$ cat src/rtl/xor_descrambler.sv
// rtl/xor_descrambler.sv - LFSR keystream XOR descrambler with ready/valid handshake
//
// Purpose:
//   Descrambles a stream of WIDTH-bit words by XOR with a 16-bit Fibonacci
//   LFSR keystream. The LFSR advances exactly once per accepted word, so the
//   same block with the same seed also acts as the scrambler.
//   Optional macro: XOR_DESCRAMBLER_PARITY_EN adds per-word parity checking.
//
// Ports:
//   clk        in   rising-edge clock
//   rst_n      in   asynchronous active-low reset
//   seed_load  in   load seed (zero seed replaced by ZERO_SEED_SUB), enter RUN
//   seed       in   16-bit keystream seed
//   in_valid   in   in_data valid
//   in_data    in   scrambled word
//   in_ready   out  word accepted this cycle
//   out_valid  out  out_data valid
//   out_data   out  descrambled word
//   out_ready  in   downstream accepts out_data
//   word_cnt   out  words accepted since last seed load (wraps)
//   running    out  state is RUN
//   in_par     in   even parity of in_data        (XOR_DESCRAMBLER_PARITY_EN only)
//   par_err    out  parity mismatch for out_data  (XOR_DESCRAMBLER_PARITY_EN only)

module xor_descrambler #(
  parameter int          WIDTH         = 16,
  parameter logic [15:0] ZERO_SEED_SUB = 16'hACE1
) (
  input  logic             clk,
  input  logic             rst_n,
  input  logic             seed_load,
  input  logic [15:0]      seed,
  input  logic             in_valid,
  input  logic [WIDTH-1:0] in_data,
  output logic             in_ready,
  output logic             out_valid,
  output logic [WIDTH-1:0] out_data,
  input  logic             out_ready,
  output logic [15:0]      word_cnt,
  output logic             running
`ifdef XOR_DESCRAMBLER_PARITY_EN
  ,
  input  logic             in_par,
  output logic             par_err
`endif
);

  typedef enum logic {S_IDLE, S_RUN} state_e;

  state_e           state_q, state_d;
  logic [15:0]      lfsr_q, lfsr_d;
  logic             out_valid_q, out_valid_d;
  logic [WIDTH-1:0] out_data_q, out_data_d;
  logic [15:0]      word_cnt_q, word_cnt_d;
  logic [WIDTH-1:0] keystream;
  logic [15:0]      lfsr_step;
  logic             xfer;

  // Keystream word: LFSR truncated for narrow words, zero-extended for wide ones.
  generate
    if (WIDTH > 16) begin : g_ks_wide
      assign keystream = {{(WIDTH-16){1'b0}}, lfsr_q};
    end else begin : g_ks_narrow
      assign keystream = lfsr_q[WIDTH-1:0];
    end
  endgenerate

  assign lfsr_step = {lfsr_q[14:0], lfsr_q[15] ^ lfsr_q[13] ^ lfsr_q[12] ^ lfsr_q[10]};

  // A seed load takes priority over data so a re-seed never consumes a word.
  assign running  = (state_q == S_RUN);
  assign in_ready = running & ~seed_load & (~out_valid_q | out_ready);
  assign xfer     = in_valid & in_ready;

  assign out_valid = out_valid_q;
  assign out_data  = out_data_q;
  assign word_cnt  = word_cnt_q;

`ifdef XOR_DESCRAMBLER_PARITY_EN
  logic par_err_q, par_err_d;
  assign par_err = par_err_q;
`endif

  always_comb begin
    state_d     = state_q;
    lfsr_d      = lfsr_q;
    out_valid_d = out_valid_q;
    out_data_d  = out_data_q;
    word_cnt_d  = word_cnt_q;
`ifdef XOR_DESCRAMBLER_PARITY_EN
    par_err_d   = par_err_q;
`endif
    if (seed_load) begin
      state_d     = S_RUN;
      lfsr_d      = (seed == 16'h0000) ? ZERO_SEED_SUB : seed;
      out_valid_d = 1'b0;
      word_cnt_d  = 16'h0000;
`ifdef XOR_DESCRAMBLER_PARITY_EN
      par_err_d   = 1'b0;
`endif
    end else if (xfer) begin
      lfsr_d      = lfsr_step;
      out_valid_d = 1'b1;
      out_data_d  = in_data ^ keystream;
      word_cnt_d  = word_cnt_q + 16'h0001;
`ifdef XOR_DESCRAMBLER_PARITY_EN
      par_err_d   = (^in_data) != in_par;
`endif
    end else if (out_valid_q && out_ready) begin
      out_valid_d = 1'b0;
`ifdef XOR_DESCRAMBLER_PARITY_EN
      par_err_d   = 1'b0;
`endif
    end
  end

  always_ff @(posedge clk or negedge rst_n) begin
    if (!rst_n) begin
      state_q     <= S_IDLE;
      lfsr_q      <= ZERO_SEED_SUB;
      out_valid_q <= 1'b0;
      out_data_q  <= '0;
      word_cnt_q  <= 16'h0000;
`ifdef XOR_DESCRAMBLER_PARITY_EN
      par_err_q   <= 1'b0;
`endif
    end else begin
      state_q     <= state_d;
      lfsr_q      <= lfsr_d;
      out_valid_q <= out_valid_d;
      out_data_q  <= out_data_d;
      word_cnt_q  <= word_cnt_d;
`ifdef XOR_DESCRAMBLER_PARITY_EN
      par_err_q   <= par_err_d;
`endif
    end
  end

endmodule

$ cat config.mk
export PLATFORM = sky130hd
export DESIGN_NAME = xor_descrambler
export DESIGN_NICKNAME = d
export VERILOG_FILES = /design/src/rtl/xor_descrambler.sv
export SDC_FILE = /design/constraint.sdc
export NUM_CORES = 1
export LEC_CHECK = 0
export ABC_AREA = 1
export BUFFER_PORTS_ARGS = -buffer_cell sky130_fd_sc_hd__buf_2
export CORE_ASPECT_RATIO = 0.75
export CORE_MARGIN = 3
export CORE_UTILIZATION = 45
export DETAILED_ROUTE_END_ITERATION = 8
export GPL_TIMING_DRIVEN = 0
export PLACE_DENSITY = 0.7
export SLEW_MARGIN = 20
export SYNTH_ARGS = -nofsm -noshare
export SYNTH_HDL_FRONTEND = slang
export SYNTH_SLANG_ARGS = --single-unit
$ cat constraint.sdc
create_clock -name clk -period 2.4 [get_ports clk]
set_input_delay 0.24 -clock clk [delete_from_list [all_inputs] [get_ports clk]]
set_output_delay 0.24 -clock clk [all_outputs]
set_load 0.01 [all_outputs]
* Word level (Yosys, flattened, before mapping)
Cells that the tools add are included.
Storage, ports and cells: register bits 50, bits in latches 0, bits in writable memories 0, bits in read-only memories 0, bits of input ports 37, output and inout bits 35, logic and storage cells 29, memories 0
Cells by class: add/sub/neg operators 1, $mul 0, div/mod/pow operators 0, $lt $le $gt $ge 0, eq/ne operators 0, shift operators 0, mux-type cells 8, bitwise operators 10, reduce and logical (&&, ||, !) cells 5
Operator list (number):
- $mux 16 | 5
- $add 16x1->16 const B | 1
- $logic_not 16->1 | 1
- $xor 16x16->16 | 1
- $and 1x1->1 | 3
- $mux 1 | 3
- $reduce_bool 3->1 | 1
- $xor 1x1->1 | 3
- $not 1->1 | 2
- $reduce_and 2->1 | 1
- $reduce_bool 2->1 | 1
- $logic_and 1x1->1 | 1
- $or 1x1->1 | 1

* Depth between registers and ports, before layout
Gate-level depths: netlist (run 1).
depth after elaboration 6, depth in mapped cells 10

* Least setup slack after synthesis (run 1)
OpenSTA, ideal clock, no wires.
kind flip-flop to flip-flop, from register state_q, in the netlist running, to register lfsr_q[12], in the netlist keystream[12], arrival time 1.151 ns, required time 2.277 ns, setup slack 1.127 ns, stages on the path, launching flop included 9, clock period less this slack 1.273 ns, cells stage by stage dfrtp_1 > inv_1 > nor2_2 > nand2_2 > inv_2 > nand2_4 > buf_2 > nor3_1 > nor3_2
On the way: longest elaborated chain between the ends 4
Ends and longest elaborated chain:
- from (decl) | line 50 | state_e state_q, state_d;
- from (signal assigned) | line 128 | state_q <= state_d;
- $and 1x1->1 (2 in a row) | line 72 | assign in_ready = running & ~seed_load & (~out_valid_q | out_ready);
- named net in_ready | line 35 | output logic in_ready,
- $and 1x1->1 | line 73 | assign xfer = in_valid & in_ready;
- $reduce_bool 2->1 (no line)
- to (signal assigned) | line 129 | lfsr_q <= lfsr_d;
- to (decl) | line 51 | logic [15:0] lfsr_q, lfsr_d;
The timed path passes the listed nets, and every way through them passes these cells. A chain may end at the register's enable or synchronous reset.

* Worst setup path in the final report (run 1)
from register state_q, in the netlist running, to register out_data_q[5], in the netlist out_data[5]
On the way: longest elaborated chain between the ends 4
Ends and longest elaborated chain:
- $and 1x1->1 (2 in a row) | line 72
- $and 1x1->1 | line 73
- $reduce_and 2->1 (no line)
- to (signal assigned) | line 131 | out_data_q <= out_data_d;
- to (decl) | line 53 | logic [WIDTH-1:0] out_data_q, out_data_d;
Every way passes these cells.

==> results of run 1 <==
==> repair_timing <==
item | in CTS | in global routing
hold buffers | 1 | 0
endpoints found under the setup margin | 0 | 0
endpoints found under the hold margin | 42 | 0
==> cell families after synthesis <==
| logic type | synth area share |
|---|---|
| AO/OA/AOI/OAI | 0.07262 |
| multiplexers | 0.003700 |
| flip-flops | 0.4662 |
| adder cells (fa/ha/maj) | 0.004625 |
| XOR/XNOR | 0.06476 |
| AND/OR/NAND/NOR | 0.3108 |
| buffers and inverters | 0.07724 |
==> layout make-up <==
cell class,count,area (µm²),area share
well taps,75,93.84,0.02880
clock buffers,7,86.33,0.02650
multi-input cells,250,1235,0.3790
clock inverters,1,5.005,0.001536
flip-flops and latches,50,1261,0.3871
inverters,32,120.1,0.03687
repair buffers,72,367.9,0.1129
plain buffers,14,88.84,0.02727
==> critical path: cells and delay by family (launching register included) <==
family                 cells  cell delay [ns]
buffers and inverters      3             0.51
AOI/OAI and AO/OA          1             0.15
and+or+nand+nor            3             0.23
DFF                        1             0.38
==> cells in the mapped netlist, drive strengths merged <==
| cell type | number |
|---|---|
| a31oi | 1 |
| a22oi | 1 |
| dfrtp | 42 |
| xor2 | 2 |
| nor3 | 12 |
| nor2 | 48 |
| mux2i | 1 |
| a21oi | 7 |
| o31ai | 1 |
| o21bai | 2 |
| inv | 32 |
| nand2 | 98 |
| clkbuf | 3 |
| o21ai | 24 |
| nand4 | 8 |
| buf | 11 |
| ha | 1 |
| xnor2 | 18 |
| nand3 | 26 |
| dfstp | 8 |
==> registers in the layout (all words and copies together), names as in the netlist <==
| signal | flops |
|---|---|
| out_valid | 1 |
| running | 1 |
| word_cnt | 16 |
| keystream | 16 |
| out_data | 16 |
==> routing by layer <==
layer  track usage  up-vias
met3       0.03918        7
met4       0.06467        0
met2        0.3035       78
met5             0        -
met1        0.3157     1132
li1              -     1255
==> stage by stage <==
stage                     cells  area (µm²)  total power [mW]
after floorplan             346        2705             1.252
after global placement      492        3154             1.413
after detailed placement    492        3157             1.425
after CTS                   501        3258             1.944
after global routing        501        3258             2.031
final                       501        3258             1.917
==> how the worst max path moves through the flow <==
stage / endpoint / cells after the start / start
final: out_data[5] / 7 / running
after global routing: out_data[6] / 7 / running
after global placement: out_data[5] / 8 / out_ready
after CTS: out_data[5] / 7 / running
after floorplan: keystream[12] / 8 / running
after detailed placement: out_data[5] / 7 / running
==> power breakdown <==
group | leakage (nW) | internal, mW | total, mW | switching, mW
combinational | 0.980 | 0.173 | 0.390 | 0.217
clock | 0.0482 | 0.233 | 0.512 | 0.278
sequential | 0.618 | 0.948 | 1.02 | 0.0670
total | 1.65 | 1.35 | 1.92 | 0.563
==> impl_metrics.tcl, run 1 <==
set metrics [dict create \
    status "completed" \
    timing.max_cap.violations 0 \
    power_leakage_nw 1.646 \
    core_area_um2 5583 \
    crit_slowest_cell "dfrtp_1" \
    final_cell_mix "nand2_1, buf_2, nor2_1, dfrtp_1, inv_1" \
    worstSetupStartpointType "register" \
    ys_seq_area_frac 0.4662 \
    pre_cts_ws_ns 0.9868 \
    timing.final.crit_share 0.5829 \
    critPathMaxStageDelay_ns 0.38 \
    ys_ff_latch 50 \
    antenna_found_initial 0 \
    hold_viol_final 0 \
    wl_per_cell_um 13.53 \
    n_antenna_cell 0 \
    final-setup-viol-count 0 \
    ir_drop_uv 274.0 \
    dr_total_vias 2472 \
    synth_fp_nets 384 \
    synthDistinctLibCells 30 \
    gp_congestion 0.8110 \
    wl_met3_um 463 \
    port_buffers 71 \
    drt_iter0_drc 167 \
    grt_overflow 0 \
    maxSlewViolCount 0 \
    skew_ns 0.003936 \
    drive_gt1_frac 0.2653 \
    drc 0 \
    fin_hold_ws_ns 0.2051 \
    yosys_warnings 0 \
    avgSynthCellArea_um2 7.818 \
    pin_count 72 \
    area_delta_synth_final_pct 20.44 \
    dpl.hpwl_um 5068 \
    synthTopCellsByArea "dfrtp_1, nand2_1, dfstp_2, nor2_1, xnor2_1" \
    fillers 552 \
    worst_ep_required_time_ns 2.57 \
    fin_util 0.5836 \
    clkTransAtPathRegs_ns 0.09 \
    syn-instance-count 346 \
    netlist.area_leader.share 0.3885 \
    clockRootBuffer "clkbuf_8" \
    cts_tree "built" \
    first_pass_iters 4 \
    clock_path_buffers 2 \
    route.met2.wl_um 2812 \
    die_y_um 73.15 \
    cts_num_sinks 50 \
    netlist_area_um2 2705 \
    highest_layer "met4" \
    ant_nets 0 \
    worstSkewPairLatency_ns 0.30 \
    period_needed_ns 1.399 \
    die_area_um2 6987 \
    max_slew_margin 0.5759 \
    tightest_slew_ns 0.6362 \
    grt_pass1_vias 2359 \
    r2r_end "out_data[5]" \
    final_nets 463 \
    fmax_mhz 714.9 \
    crit_type "register to register" \
    powerDensity_nw_per_um2 588.5 \
    via_per_inst 4.934 \
    post_cts_buffers 0 \
    cts_made_buffers 5 \
    rsz0062_at_grt "no" \
    setup_ws_ns 1.001 \
    setup.worst_path.end_class "register" \
    grt_max_degree 51 \
    wl_met1_um 3438 \
    initial_utilization 0.4845 \
    whs_endpoint "keystream[14]" \
    cts_resized 0 \
    synth_top_cell_by_area "dfrtp_1" \
    hold_class "input pin to register" \
    whs_path_depth 3 \
    track_usage 0.2094 \
    setup_tns_ns 0 \
    final_common_cell "nand2_1" \
    r2r_start "running" \
    grt_pass1_wl_um 11300 \
    dieWidth_um 95.53 \
    cp_cell_sequence "inv_1, nor2_2, nand2_2, inv_2, nand2_4, clkbuf_1, o21ai_0" \
    rows 23 \
    worst_r2r_path_depth 7 \
    ff2ff_setup_slack_ns 1.00 \
    hold_start "seed[14]" \
    cp_max_fo 10 \
    critPathArrivalTime_ns 1.57 \
    cts_max_level 2 \
    wl_um 6781 \
]
No activity file was read; power rests on OpenSTA's default activity.
==> run 2, diff against run 1 <==
==> constraint.sdc (replaced) <==
create_clock -name clk -period 1.5 [get_ports clk]
set_input_delay 0.15 -clock clk [delete_from_list [all_inputs] [get_ports clk]]
set_output_delay 0.15 -clock clk [all_outputs]
set_load 0.01 [all_outputs]
==> run 2 against run 1 <==
Against the previous run:
- flip-flop and latch count unchanged
- worst setup slack worse by 0.86 ns
- register-to-register slack worse by 0.86 ns
- clock-buffer cell count unchanged
- routed wire length about the same
- critical path type unchanged
- largest cell class unchanged
==> impl_metrics.tcl, run 2 (synthesis gave the netlist of run 1 again) <==
set metrics [dict create \
    met1_usage 0.3157 \
    ir_drop_uv 438.9 \
    gp_congestion 0.8110 \
    cts_tree "built" \
    skew_ns 0.003892 \
    cp_max_fo 4 \
    hold_class "input pin to register" \
    initial_utilization 0.4845 \
    power_leakage_nw 1.649 \
    max_slew_margin 0.5757 \
    powerDensity_nw_per_um2 941.0 \
    use_met2 0.3035 \
    clkTransAtPathRegs_ns 0.09 \
    grt_max_degree 51 \
    post_cts_buffers 0 \
    track_usage 0.2094 \
    tightest_slew_ns 0.6364 \
    maxSlewViolCount 0 \
    ant_nets 0 \
    n_antenna_cell 0 \
    setup_tns_ns 0 \
    cp_common_cell "nor2_1" \
    p_total_mw 3.071 \
    fin_hold_ws_ns 0.1135 \
    rows 23 \
    timing.max_cap.violations 0 \
    area_delta_synth_final_pct 20.63 \
    via_per_inst 4.908 \
    clockRootBuffer "clkbuf_8" \
    grt_overflow 0 \
    hold_viol_final 0 \
    cp_cell_sequence "ha_1, nand3_1, inv_1, nand2_1, nor2_1, a21oi_1, nor2_1" \
    cts_max_level 2 \
    final_cell_mix "nand2_1, buf_2, nor2_1, dfrtp_1, inv_1" \
    port_buffers 71 \
    antenna_found_initial 0 \
    drt_iter0_drc 167 \
    grt_pass1_vias 2359 \
    final_common_cell "nand2_1" \
    worstSetupStartpointType "register" \
    crit_slowest_cell "dfrtp_1" \
    grtUsageMet3 0.03918 \
    first_pass_iters 4 \
    critPathArrivalTime_ns 1.57 \
    dieWidth_um 95.53 \
    final_nets 463 \
    fmax_mhz 735.0 \
    clock_path_buffers 2 \
    dr_total_vias 2459 \
    worst_ep_required_time_ns 1.70 \
    worstSkewPairLatency_ns 0.30 \
    wl_um 6787 \
    final-setup-viol-count 0 \
    timing.final.crit_share 0.9070 \
    die_area_um2 6987 \
    drc 0 \
    grt_pass1_wl_um 11300 \
    critPathMaxStageDelay_ns 0.43 \
    dpl.hpwl_um 5068 \
    top_usage_layer "met1" \
    cts_num_sinks 50 \
    setup.worst_path.end_class "register" \
    core_area_um2 5583 \
    period_needed_ns 1.360 \
    status "completed" \
    wl_per_cell_um 13.55 \
    pin_count 72 \
    crit_type "register to register" \
    rsz0062_at_grt "no" \
    drive_gt1_frac 0.2676 \
    cts_made_buffers 5 \
    die_y_um 73.15 \
]
==> run 2: changes by cell type in the layout (fill, tap and decap cells not counted) <==
cell      delta
buf_6        +1
clkbuf_2     +1
buf_4        -1
clkbuf_1     -1
==> run 2: path summary, 6_finish.rpt <==
path                       cells after the start  slack (ns)          from       endpoint
setup / recovery                               7        0.14   word_cnt[0]   word_cnt[10]
hold / removal                                 3        0.11      seed[14]  keystream[14]
setup reg to reg                               7        0.14   word_cnt[0]   word_cnt[10]
hold reg to reg                                2        0.49  out_data[10]   out_data[10]
max in group asynchronous                      2        0.67         rst_n   word_cnt[14]
min in group asynchronous                      2        0.40         rst_n   out_data[14]
==> run 2: final cells by class <==
class,count,area (µm²)
inverters,32,120.1
multi-input cells,250,1235
repair buffers,72,367.9
well taps,75,93.84
clock inverters,1,5.005
flip-flops and latches,50,1261
fillers,550,2320
plain buffers,14,93.84
clock buffers,7,86.33
==> run 2: power by group <==
group	switching, mW	internal, mW	total [mW]
sequential	0.107	1.52	1.62
clock	0.447	0.373	0.820
combinational	0.347	0.278	0.626
total	0.902	2.17	3.07
==> run 2: stage by stage <==
step,worst slack [ns],instance area (µm²),util,std cells
floorplan,0.2268,2705,-,346
global placement,0.1218,3154,0.5650,492
detailed placement,0.08675,3157,0.5654,492
CTS,0.05340,3258,0.5836,501
global route,0.02849,3263,0.5845,501
finish,0.1395,3263,0.5845,501
==> run 2: worst max-delay path, delay by kind of cell (launching register included) <==
kind	cells	cell delay, ns
buffers and inverters	1	0.10
adders and majority gates	1	0.26
AOI/OAI and AO/OA	1	0.12
DFF	1	0.43
and+or+nand+nor	4	0.34
==> run 2: metal layers <==
layer / wire (µm) / vias to the layer above / share of wire
li1: - / 1255 / -
met1: 3458 / 1117 / 0.51
met2: 2794 / 80 / 0.41
met3: 467 / 7 / 0.069
met4: 66 / 0 / 0.0097
met5: 0 / - / 0
==> run 2: what timing repair did <==
| item | in CTS | in global routing |
|---|---|---|
| endpoints found under the setup margin | 0 | 9 |
| endpoints found under the hold margin | 42 | 0 |
| gates resized for setup | 0 | 3 |
| hold buffers | 1 | 0 |
==> run 3, diff against run 2 <==
--- a/config.mk
+++ b/config.mk
@@ -8,11 +8,11 @@
 export ABC_AREA = 1
 export BUFFER_PORTS_ARGS = -buffer_cell sky130_fd_sc_hd__buf_2
 export CORE_ASPECT_RATIO = 0.75
-export CORE_MARGIN = 3
-export CORE_UTILIZATION = 45
+export CORE_MARGIN = 10
+export CORE_UTILIZATION = 53
 export DETAILED_ROUTE_END_ITERATION = 8
 export GPL_TIMING_DRIVEN = 0
-export PLACE_DENSITY = 0.7
+export PLACE_DENSITY = 0.8
 export SLEW_MARGIN = 20
 export SYNTH_ARGS = -nofsm -noshare
 export SYNTH_HDL_FRONTEND = slang
==> run 3 against run 2 <==
Against the previous run:
- fmax shrank 2.7%
- clock power is 19% higher
- first-iteration DRC count rose by 42%
- flip-flop and latch count did not move
- non-clock buffer count increased by 1
- largest power group unchanged
- clock skew up 0.0090 ns
- sequential share of layout area down 0.20 points
- final area up 0.73%
- global-route usage down 2.6 points
==> impl_metrics.tcl, run 3 (synthesis gave the netlist of run 1 again) <==
set metrics [dict create \
    status "completed" \
    rsz0062_at_grt "no" \
    drc 0 \
    grt_max_degree 51 \
    core_area_um2 4927 \
    track_usage 0.1833 \
    crit_slowest_cell "dfrtp_1" \
    area_delta_synth_final_pct 21.51 \
    worst_ep_required_time_ns 1.70 \
    ff2ff_setup_slack_ns 0.10 \
    timing.max_cap.violations 0 \
    dpl.hpwl_um 5560 \
    cts_made_buffers 5 \
    cp_cell_sequence "inv_1, nor2_2, nand2_2, inv_2, nand2_4, buf_2, nor3_1, nor3_2" \
    final_nets 464 \
    gp_congestion 0.8831 \
    drt_iter0_drc 237 \
    timing.final.crit_share 0.9323 \
    grt_pass1_wl_um 12130 \
    multiInputGateArea_um2 1252 \
    final_cell_area_um2 3287 \
    wl_met3_um 652 \
    die_y_um 81.87 \
    initial_utilization 0.5490 \
    grt_pass1_vias 2512 \
    whs_path_depth 3 \
    pin_count 72 \
    clockRootBuffer "clkbuf_8" \
    clock_path_buffers 2 \
    maxSlewViolCount 0 \
    wl_um 7461 \
    dr_total_vias 2594 \
    first_pass_iters 7 \
    fillers 448 \
    cp_max_fo 10 \
    port_buffers 71 \
    final_common_cell "nand2_1" \
    via_per_inst 5.326 \
    r2r_end "keystream[12]" \
    worst_r2r_path_depth 8 \
    wl_met1_um 3427 \
    highest_layer "met4" \
    ant_nets 0 \
    period_needed_ns 1.399 \
    critPathMaxStageDelay_ns 0.36 \
    worstSetupStartpointType "register" \
    hold_class "input pin to register" \
    grt_overflow 0 \
    clkTransAtPathRegs_ns 0.10 \
    critPathArrivalTime_ns 1.60 \
    drive_gt1_frac 0.2810 \
    tightest_slew_ns 0.6430 \
    cts_num_sinks 50 \
    skew_ns 0.01288 \
    fmax_mhz 715.0 \
    worstSkewPairLatency_ns 0.32 \
    crit_type "register to register" \
    powerDensity_nw_per_um2 986.5 \
    hold_start "seed[3]" \
    ir_drop_uv 455.5 \
    hold_viol_final 0 \
    regArea_um2 1264 \
    cpLargestDelayFamily "simple AND/OR/NAND/NOR gates" \
    die_area_um2 8391 \
    power_leakage_nw 1.652 \
    setup.worst_path.end_class "register" \
    wl_per_cell_um 15.32 \
    max_slew_margin 0.5713 \
    final-setup-viol-count 0 \
    setup_tns_ns 0 \
    cts_max_level 2 \
    route.met2.wl_um 3309 \
    cts_tree "built" \
    r2r_start "running" \
    antenna_found_initial 0 \
    whs_endpoint "keystream[3]" \
    dieWidth_um 102.5 \
    crit_buf_inv 3 \
    n_antenna_cell 0 \
    rows 22 \
    post_dp_cell_area_um2 3136 \
    final_cell_mix "nand2_1, buf_2, nor2_1, dfrtp_1, inv_1" \
]
## run 3: stage by stage
| step | power (mW) | utilization | std cells | worst slack, ns | hold WS [ns] |
|---|---|---|---|---|---|
| finish | 3.243 | 0.6671 | 487 | 0.1015 | 0.1006 |
| global route | 3.419 | 0.6671 | 487 | 0.009145 | 0.1056 |
| CTS | 3.246 | 0.6587 | 485 | 0.005643 | 0.07775 |
| detailed placement | 2.288 | 0.6364 | 477 | 0.03189 | 0.4234 |
| global placement | 2.262 | 0.6364 | 477 | 0.07459 | 0.4194 |
| floorplan | 2.003 | - | 346 | 0.2268 | -0.1456 |
## run 3: worst max-delay path by stage
stage | slack (ns) | start | endpoint | depth (start not counted)
detailed placement | 0.03 | running | out_data[10] | 7
finish | 0.10 | running | keystream[12] | 8
global placement | 0.07 | running | out_data[7] | 7
floorplan | 0.23 | running | keystream[12] | 8
global route | 0.009 | running | keystream[12] | 8
CTS | 0.006 | running | out_data[10] | 7
## run 3: per-layer routing
layer | track usage | vias up
met5 | 0 | -
met4 | 0.03652 | 0
met3 | 0.06460 | 8
met2 | 0.2772 | 105
met1 | 0.2487 | 1223
li1 | - | 1258
## run 3: final cells by class
cell class / count / share of cell area
Tap cell: 60 / 0.02284
Clock inverter: 2 / 0.01142
Inverter: 32 / 0.03654
Timing Repair Buffer: 73 / 0.1142
Buffer: 14 / 0.02741
Sequential cell: 50 / 0.3845
Clock buffer: 6 / 0.02208
Multi-Input combinational cell: 250 / 0.3810
## run 3: worst register-to-register path: stages, from the launching register on
cell     delay [ns]
dfrtp_1        0.36
inv_1          0.06
nor2_2         0.09
nand2_2        0.07
inv_2          0.07
nand2_4        0.09
buf_2          0.22
nor3_1         0.25
nor3_2         0.07
## run 3: where the power goes
part	leakage, nW	internal (mW)	total [mW]	switching (mW)
Sequential	0.615	1.52	1.63	0.112
Combinational	0.986	0.283	0.640	0.357
Clock	0.0514	0.498	0.973	0.475
## run 3: repair_timing
item                       in CTS  in global routing
gates resized for setup         0                  8
setup endpoints to repair       0                 14
hold endpoints to repair        0                 42
setup buffers                   0                  1
hold buffers                    0                  1
